--- config.mk ---
export PLATFORM = sky130hd
export DESIGN_NAME = pipeline_reg_chain
export DESIGN_NICKNAME = d
export VERILOG_FILES = /design/src/rtl/pipeline_reg_chain.sv
export SDC_FILE = /design/constraint.sdc
export NUM_CORES = 1
export LEC_CHECK = 0
export CORE_UTILIZATION = 47
export CTS_CLUSTER_SIZE = 25
export DETAILED_ROUTE_END_ITERATION = 8
export PLACE_DENSITY = 0.8
export SYNTH_ARGS = -nofsm -noshare
export SYNTH_HDL_FRONTEND = slang
export SYNTH_SLANG_ARGS = --single-unit
--- constraint.sdc ---
create_clock -name clk -period 2.5 [get_ports clk]
set_input_delay 0.375 -clock clk [delete_from_list [all_inputs] [get_ports clk]]
set_output_delay 0.375 -clock clk [all_outputs]
set_load 0.005 [all_outputs]
--- src/rtl/pipeline_reg_chain.sv ---
// pipeline_reg_chain: elastic valid/ready register chain with stall, per-stage flush and NOP bubbles.
// Optional performance counters (stall_cnt, bubble_cnt) are built when PIPE_PERF_CNT_EN is defined.
module pipeline_reg_chain #(
    parameter int WIDTH = 21,
    parameter int STAGES = 4,
    parameter logic [WIDTH-1:0] NOP_VALUE = '0
) (
    input  logic                         clk,
    input  logic                         reset,
    input  logic [WIDTH-1:0]             in_data,
    input  logic                         in_valid,
    output logic                         in_ready,
    input  logic [STAGES-1:0]            flush,
    output logic [WIDTH-1:0]             out_data,
    output logic                         out_valid,
    input  logic                         out_ready,
    output logic [$clog2(STAGES+1)-1:0]  occupancy,
    output logic [31:0]                  stall_cnt,
    output logic [31:0]                  bubble_cnt
);
    localparam int OW = $clog2(STAGES+1);
    logic [WIDTH-1:0]  data [STAGES];
    logic [WIDTH-1:0]  prev_data [STAGES];
    logic [STAGES-1:0] valid, prev_valid, adv;
    // Walk from the output back so an empty stage anywhere downstream frees the stages above it.
    always_comb begin
        logic a;
        a = out_ready;
        adv = '0;
        for (int i = STAGES-1; i >= 0; i--) begin
            a = a | !valid[i];
            adv[i] = a;
        end
    end
    always_comb begin
        prev_valid = '0;
        for (int i = 0; i < STAGES; i++) prev_data[i] = NOP_VALUE;
        prev_valid[0] = in_valid;
        prev_data[0] = in_valid ? in_data : NOP_VALUE;
        for (int i = 1; i < STAGES; i++) begin
            prev_valid[i] = valid[i-1];
            prev_data[i] = data[i-1];
        end
    end
    always_ff @(posedge clk) begin
        for (int i = 0; i < STAGES; i++) begin
            if (reset || flush[i]) begin
                valid[i] <= 1'b0;
                data[i] <= NOP_VALUE;
            end else if (adv[i]) begin
                valid[i] <= prev_valid[i];
                data[i] <= prev_data[i];
            end
        end
    end
    assign in_ready = adv[0];
    assign out_valid = valid[STAGES-1];
    assign out_data = data[STAGES-1];
    assign occupancy = OW'($countones(valid));
`ifdef PIPE_PERF_CNT_EN
    always_ff @(posedge clk) begin
        if (reset) begin
            stall_cnt <= '0;
            bubble_cnt <= '0;
        end else begin
            if (out_valid && !out_ready && !(&stall_cnt)) stall_cnt <= stall_cnt + 32'd1;
            if (!out_valid && !(&bubble_cnt)) bubble_cnt <= bubble_cnt + 32'd1;
        end
    end
`else
    assign stall_cnt = '0;
    assign bubble_cnt = '0;
`endif
endmodule

### After elaboration in Yosys (flattened, before gate mapping)

Memory sizes are Yosys's and may differ from the RTL's.
Index checks and enable logic that the tools add are counted.

| storage, ports and cells | value |
|---|---|
| register bits | 4 |
| RAM bits | 84 |
| memories | 1 |
| logic and storage cells | 49 |
| input port bits | 29 |
| output and inout bits | 90 |

| cells by class | value |
|---|---|
| reduce and logical (&&, ||, !) cells | 8 |
| mux-type cells | 25 |
| bitwise operators | 8 |
| add/sub/neg operators | 3 |

Memories:

| name | depth | bits a word | rd ports | clocked after memory_dff | write ports | RTL line | text |
|---|---|---|---|---|---|---|---|
| data | 4 | 21 | 4 | 0 | 4 | 22 | `logic [WIDTH-1:0] data [STAGES];` |

Operators with widths:

| operator | count |
|---|---|
| two-way mux 21 bit | 5 |
| two-way mux 1 bit | 20 |
| bitwise OR 1 bit | 8 |
| adder 1 x 1 -> 2 bit | 2 |
| logical NOT 1 bit | 4 |
| logical OR 1 bit | 4 |
| adder 2 x 2 -> 3 bit | 1 |

### Depth between registers and ports, before layout

Gate-level depths: netlist of the first run.

| depth | value |
|---|---|
| word-level depth | 9 |
| gate-level depth with buffers | 6 |
| gate-level depth less buffers | 5 |

### Worst setup path before layout of the first run

No wires, ideal clock.

| timing | value |
|---|---|
| path kind | register -> output |
| start | register valid[0] |
| end | output occupancy[1] |
| arrival | 1563 ps |
| cell stages (with the launch flop) | 7 |
| required time | 2125 ps |
| path buffers | 1 |
| setup slack | 562 ps |
| cells stage by stage | dfxtp_1 > inv_1 > buf_2 > fa_1 > inv_1 > ha_1 > ha_1 |

| between the ends | value |
|---|---|
| word-level cells in the longest chain between the ends | 2 |

RTL lines:

| what | RTL line | text |
|---|---|---|
| from (decl) | 24 | `logic [STAGES-1:0] valid, prev_valid, adv;` |
| from (signal, indexed assignment) | 51 | `valid[i] <= prev_valid[i];` |
| adder 1 x 1 -> 2 bit (not written as such) | 59 | `assign occupancy = OW'($countones(valid));` |
| adder 2 x 2 -> 3 bit (not written as such) | 59 |  |
| to (decl) | 17 | `output logic [$clog2(STAGES+1)-1:0] occupancy,` |

Every way passes these cells.

### Worst setup path in the final report of the first run

| timing | value |
|---|---|
| start | register valid[3] |
| end | output occupancy[0] |

The elaborated chain is that of the path after synthesis.

==> summary.txt, run 1 <==
Pwr
  – PwrDens: 596 nW/um^2
  – Leak: 2.35 nW
  – Max VDD drop: 0.311 mV

Global route
  – Gr usage total: 12.1%
  – Grt ovf: 0
  – First-pass GRT wire length: 7860 microns
  – Initial antenna violation count: 0
  – Vias in the first global route: 1737
  – Largest net degree at the start of global routing: 44

Yosys
  – Avg Inst Size Synth: 14.2 sq um
  – Ys async rst share: 0%
  – Post-synth top flop: edfxtp_1
  – Unique masters post-synth: 25
  – Post-synthesis sequential area ratio: 65.1%
  – Synthesized instance count: 282
  – Number of synthesized flops with an enable pin: 84
  – Cell Area, Synth: 4000 sq um
  – Flops & latches, synth: 88
  – Synth warn: 0

Detailed routing
  – Post-route ant nets: 0
  – Vias: 1999
  – Total wire length: 4890 microns
  – Routed WL per cell: 10.9 microns
  – Iter 0 DRT Violations: 114
  – DRC errors left: 0
  – DR vias/cell: 4.47
  – First-pass DRT Iterations: 6

Layout
  – Fillcell total: 666
  – Ant diodes: 0
  – Final Instance Area: 4610 sq um
  – Final net count: 370
  – Reg area: 2610 sq um
  – Area Growth Syn to Fin: 15.4%
  – Area of the multi-input gates: 1020 sq um
  – Share of layout cells above drive strength 1: 9.06%

STA
  – Hold Fails Final Rpt: 0
  – Fin crit period: 2420 ps
  – RSZ-0062 raised after global routing: no
  – Setup_tns: 0 ps
  – Fin crit share: 96.8%
  – Worst slew pin tran: 1150 ps
  – Max_slew headroom: 23.0%
  – Worst clock skew: 5.00 ps
  – FMAX: 0.413 GHz
  – Final setup viols: 0
  – Pins Over Slew Limit: 0

Critical path
  – Critical path type: reg -> out
  – Startpoint class of the critical path: flip-flop
  – Crit-path max FO: 2
  – Crit end category: output port
  – Slowest library cell on the worst path: fa_1
  – Top cell by count, worst path: inv_1
  – Worst Path Required: 2120 ps
  – Arr. time, crit path: 2050 ps
  – Crit path cell chain: inv_1 > fa_1 > inv_1 > ha_1 > clkdlybuf4s50_1
  – CP delay by family, top: adder cells
  – Critical path's largest stage delay: 530 ps
  – Buf/Inv on CP: 3

Floorplan
  – Core Rows: 33
  – Initial Util: 48.6%
  – Die X-Extent: 94.2 microns
  – Die extent in y: 94.2 microns
  – I/O Pins: 119
  – Die area: 8880 sq um
  – Core Region: 8220 sq um

CTS
  – CTS tree: yes
  – Clock sinks: 88
  – Inserted Clock Buffers: 9
  – Root Buffer: clkbuf_8
  – Register clock-pin slew on the reported worst setup and hold paths: 80 ps
  – Clock tree buffer depth: 2
  – Post-cts hold buffer count: 0
  – H-Tree Level Count: 3
  – Worst skew pair latency: 340 ps

Placement
  – Count of input and output buffers: 54
  – Routability Congestion: 0.748
  – Placed wire-length estimate: 3410 microns
  – Area post-placement: 4380 sq um

Run
  – Max-cap violations: 0

Min path
  – Min-Delay Path Class: reg -> reg

Outcome
  – Run status: completed
==> Yosys cell counts (all sizes together), types with 2 or more instances <==
cell type	count	share of area, %
o211a	21	5.3
nor2	4	0.38
inv	5	0.47
ha	2	0.63
nand2	3	0.28
nand3	2	0.25
and3	63	9.9
edfxtp	84	63
dfxtp	4	2.0
a21boi	2	0.38
clkbuf	11	1.2
buf	71	13
==> worst min-delay path, stage by stage, from the launching register on <==
cell and delay (ps):
dfxtp_2 340, inv_1 90, a21boi_1 60
==> metrics by stage <==
step	setup slack [ps]	cells	hold WS (ps)	power, W	util (%)
global placement	244	431	517	0.00175	53.4
detailed placement	191	431	526	0.00176	53.4
global route	7.51	447	551	0.00286	56.1
CTS	22.0	447	537	0.00278	56.1
floorplan	562	345	506	0.00177	-
finish	79.8	447	538	0.00275	56.1
==> per-layer routing <==
| metal | global-route usage (%) | vias up | wire, microns | part of all wire (%) |
|---|---|---|---|---|
| met5 | 0 | - | 0 | 0 |
| met3 | 2.83 | 10 | 334 | 6.8 |
| met4 | 8.85 | 0 | 127 | 2.6 |
| li1 | - | 1016 | - | - |
| met2 | 19.1 | 90 | 2330 | 48 |
| met1 | 14.4 | 883 | 2110 | 43 |
==> cell usage in the layout (no fill, tap or decap) <==
| cell type | instances |
|---|---|
| nand3b_1 | 1 |
| dfxtp_1 | 1 |
| dlygate4sd2_1 | 1 |
| nand3_1 | 2 |
| nor2_1 | 4 |
| and4b_1 | 1 |
| o21a_1 | 1 |
| inv_6 | 1 |
| buf_4 | 10 |
| and3_1 | 63 |
| inv_1 | 5 |
| clkbuf_8 | 9 |
| dlymetal6s2s_1 | 1 |
| ha_1 | 2 |
| clkdlybuf4s50_1 | 52 |
| bufinv_16 | 2 |
| a31o_2 | 1 |
| a21boi_1 | 2 |
| clkinvlp_4 | 2 |
| clkinv_4 | 1 |
| nand4b_4 | 1 |
| fa_1 | 1 |
| edfxtp_1 | 84 |
| nand2b_1 | 1 |
| nand2_1 | 3 |
| nor3b_2 | 1 |
| conb_1 | 64 |
| o211a_1 | 21 |
| dfxtp_2 | 3 |
| nor2b_1 | 1 |
==> path summary, 6_finish.rpt <==
path / startpoint / endpoint / slack (ps) / cells after the start
setup / recovery: valid[3] / occupancy[0] / 80 / 5
hold / removal: valid[1] / valid[2] / 540 / 2
setup reg to reg: valid[2] / data[0][2] / 940 / 2
hold reg to reg: valid[1] / valid[2] / 540 / 2
==> where the power goes <==
| group | switching (W) | total (W) | internal [W] |
|---|---|---|---|
| registers | 0.00000345 | 0.00161 | 0.00161 |
| clock network | 0.000461 | 0.00102 | 0.000562 |
| logic | 0.0000587 | 0.000117 | 0.0000586 |
==> layout make-up <==
cell class	count	area share, %
flip-flops and latches	88	56.5
inverters	5	0.407
repair buffers	64	13.4
clock inverters	6	2.01
clock buffers	9	2.69
well taps	105	2.85
multi-input cells	170	22.2
==> state kept, by name (all words and copies together) (netlist names) <==
register / cells
valid: 4
data: 84
==> kinds of logic after synthesis <==
logic type,share of synthesized area [%]
adder cells (fa/ha/maj),1.13
other,0.0938
flip-flops,65.1
AO/OA/AOI/OAI,6.04
AND/OR/NAND/NOR,12.4
buffers and inverters,15.2
==> repair_timing <==
item                                    CTS  global route
buffers inserted                          1             0
resized for setup                         4             1
endpoints found under the setup margin    3             1
No activity file was read; power rests on OpenSTA's default activity.
==> inputs of run 2 (changes only) <==
Settings changed: GPL_TIMING_DRIVEN from default to 0.
==> run 2 against run 1 <==
Non-clock buffer count up 75. Register-to-register slack lost 430 ps. Combinational power rose by 68%. Critical endpoint is now occupancy[1]. Largest power group unchanged.
==> summary.txt, run 2 (synthesis gave the netlist of run 1 again) <==
Floorplan
  – I/O Pins: 119 (unchanged)
  – Core Rows: 33 (unchanged)
  – Core Region: 8220 sq um (unchanged)
  – Die X-Extent: 94.2 microns (unchanged)
  – Die area: 8880 sq um (unchanged)
  – Initial Util: 48.6% (unchanged)
  – Die extent in y: 94.2 microns (unchanged)

Critical path
  – R2R depth: 2 (unchanged)
  – Critical path type: reg -> out
  – Startpoint class of the critical path: flip-flop
  – Arr. time, crit path: 2020 ps (-30 ps)
  – Worst Path Required: 2120 ps (about the same)
  – Worst r2r src: valid[2]
  – Crit-path max FO: 2 (unchanged)
  – Crit end category: output port
  – Setup crit start: valid[0]

STA
  – RSZ-0062 raised after global routing: no
  – Max_slew headroom: 37.7% (+15 points)
  – Worst clock skew: 9.36 ps (+4.36 ps)
  – Setup_tns: 0 ps (unchanged)
  – Fin crit period: 2400 ps (-24.1 ps)
  – FMAX: 0.417 GHz (+1.0%)
  – WHS: 534 ps (-3.10 ps)
  – Fin crit share: 95.8% (-0.96 points)
  – Final setup viols: 0 (unchanged)
  – Pins Over Slew Limit: 0 (unchanged)
  – Hold Fails Final Rpt: 0 (unchanged)
  – Worst slew pin tran: 932 ps (-218 ps)
  – Slack of the critical path: 104 ps (+24.1 ps)

Global route
  – Grt ovf: 0 (unchanged)
  – Largest net degree at the start of global routing: 22 (-50%)
  – First-pass GRT wire length: 8650 microns (+10%)
  – Gr usage total: 13.1% (+0.95 points)
  – Vias in the first global route: 1951 (+12%)
  – Initial antenna violation count: 0 (unchanged)

Min path
  – Hold depth: 1 (-1)
  – Min-Delay Path Class: reg -> reg
  – Hold wc startpoint: data[1][3]

Detailed routing
  – Total wire length: 5450 microns (+11%)
  – Routed WL per cell: 10.4 microns (-4.8%)
  – DRC errors left: 0 (unchanged)
  – Post-route ant nets: 0 (unchanged)
  – First-pass DRT Iterations: 4 (-2)
  – DR vias/cell: 4.27 (-4.4%)
  – Iter 0 DRT Violations: 110 (-3.5%)
  – Vias: 2235 (+12%)

Layout
  – Final Util: 62.1% (+5.9 points)
  – Share of layout cells above drive strength 1: 23.4% (+14 points)
  – Largest Register: data
  – Largest register FFs: 84 (unchanged)
  – Fillcell total: 618 (-7.2%)
  – Area Growth Syn to Fin: 27.6%
  – Largest registers: data x84, valid x4
  – Most frequent cells in the layout: edfxtp_1, buf_4, conb_1
  – Ant diodes: 0 (unchanged)
  – Final net count: 445 (+20%)
  – Commonest non-fill, non-tap cell in the layout: edfxtp_1

CTS
  – H-Tree Level Count: 3 (unchanged)
  – Register clock-pin slew on the reported worst setup and hold paths: 80 ps (about the same)
  – CTS tree: yes
  – Clock tree buffer depth: 2 (unchanged)
  – Worst skew pair latency: 340 ps (about the same)
  – Inserted Clock Buffers: 9 (unchanged)
  – Clock sinks: 88 (unchanged)
  – Root Buffer: clkbuf_8

Pwr
  – Max VDD drop: 0.281 mV (-9.6%)
  – Leak: 2.71 nW (+15%)
  – PwrDens: 515 nW/um^2 (-14%)

Placement
  – Post-placement worst setup slack: -141 ps (-332 ps)
  – Count of input and output buffers: 54 (unchanged)
  – Placed wire-length estimate: 4000 microns (+17%)
  – Routability Congestion: 0.771 (+3.1%)

Outcome
  – Run status: completed

Run
  – Max-cap violations: 0 (unchanged)
## run 2: metal layers
metal / vias to the layer above / routed length, microns / part of all wire, % / global-route usage, %
met5: - / 0 / 0 / 0
met4: 0 / 51 / 0.94 / 5.77
met3: 4 / 385 / 7.1 / 4.45
met2: 86 / 2640 / 48 / 22.1
met1: 976 / 2380 / 44 / 14.9
li1: 1169 / - / - / -
## run 2: worst paths after layout
| kind | endpoint | slack [ps] |
|---|---|---|
| setup / recovery | occupancy[1] | 100 |
| hold / removal | data[2][3] | 530 |
| setup reg to reg | data[0][16] | 510 |
| hold reg to reg | data[2][3] | 530 |
## run 2: layout make-up
class | count | area (sq um) | area share (%)
Buffer | 81 | 583 | 11.4
Multi-Input combinational cell | 170 | 1020 | 20.1
Tap cell | 105 | 131 | 2.58
Clock inverter | 1 | 5.00 | 0.0981
Clock buffer | 15 | 156 | 3.07
Sequential cell | 88 | 2610 | 51.2
Inverter | 5 | 22.5 | 0.442
Timing Repair Buffer | 58 | 567 | 11.1
## run 2: metrics by stage
stage	std cells	power, W	area, sq um
after detailed placement	504	0.00183	4900
after CTS	523	0.00264	5100
after floorplan	345	0.00177	4230
after global routing	523	0.00273	5100
after global placement	504	0.00183	4900
final	523	0.00263	5100
## run 2: repair_timing
item                                   CTS  global route
resized for setup                        9             0
setup endpoints to repair                3             1
gates cloned                             0             0
endpoints found under the hold margin    0             0
hold buffers                             0             0
pin swaps                                0             1
setup buffers                            4             0
## run 2: worst max-delay path, cell delays in order (launching register included)
cell,delay [ps]
dfxtp_4,360
clkinvlp_4,110
fa_1,490
inv_1,40
ha_1,170
ha_1,260
dlygate4sd2_1,260
## run 2: where the power goes
| group | internal (W) | switching [W] |
|---|---|---|
| combinational | 0.000123 | 0.0000734 |
| sequential | 0.00160 | 0.00000386 |
| clock | 0.000390 | 0.000431 |
| total | 0.00212 | 0.000508 |
==> inputs of run 3 (changes only) <==
Settings changed: HOLD_SLACK_MARGIN from default to 0.02.
==> results of run 3 <==
Same layout as run 2: the final DEF is identical, and so are final timing and power.
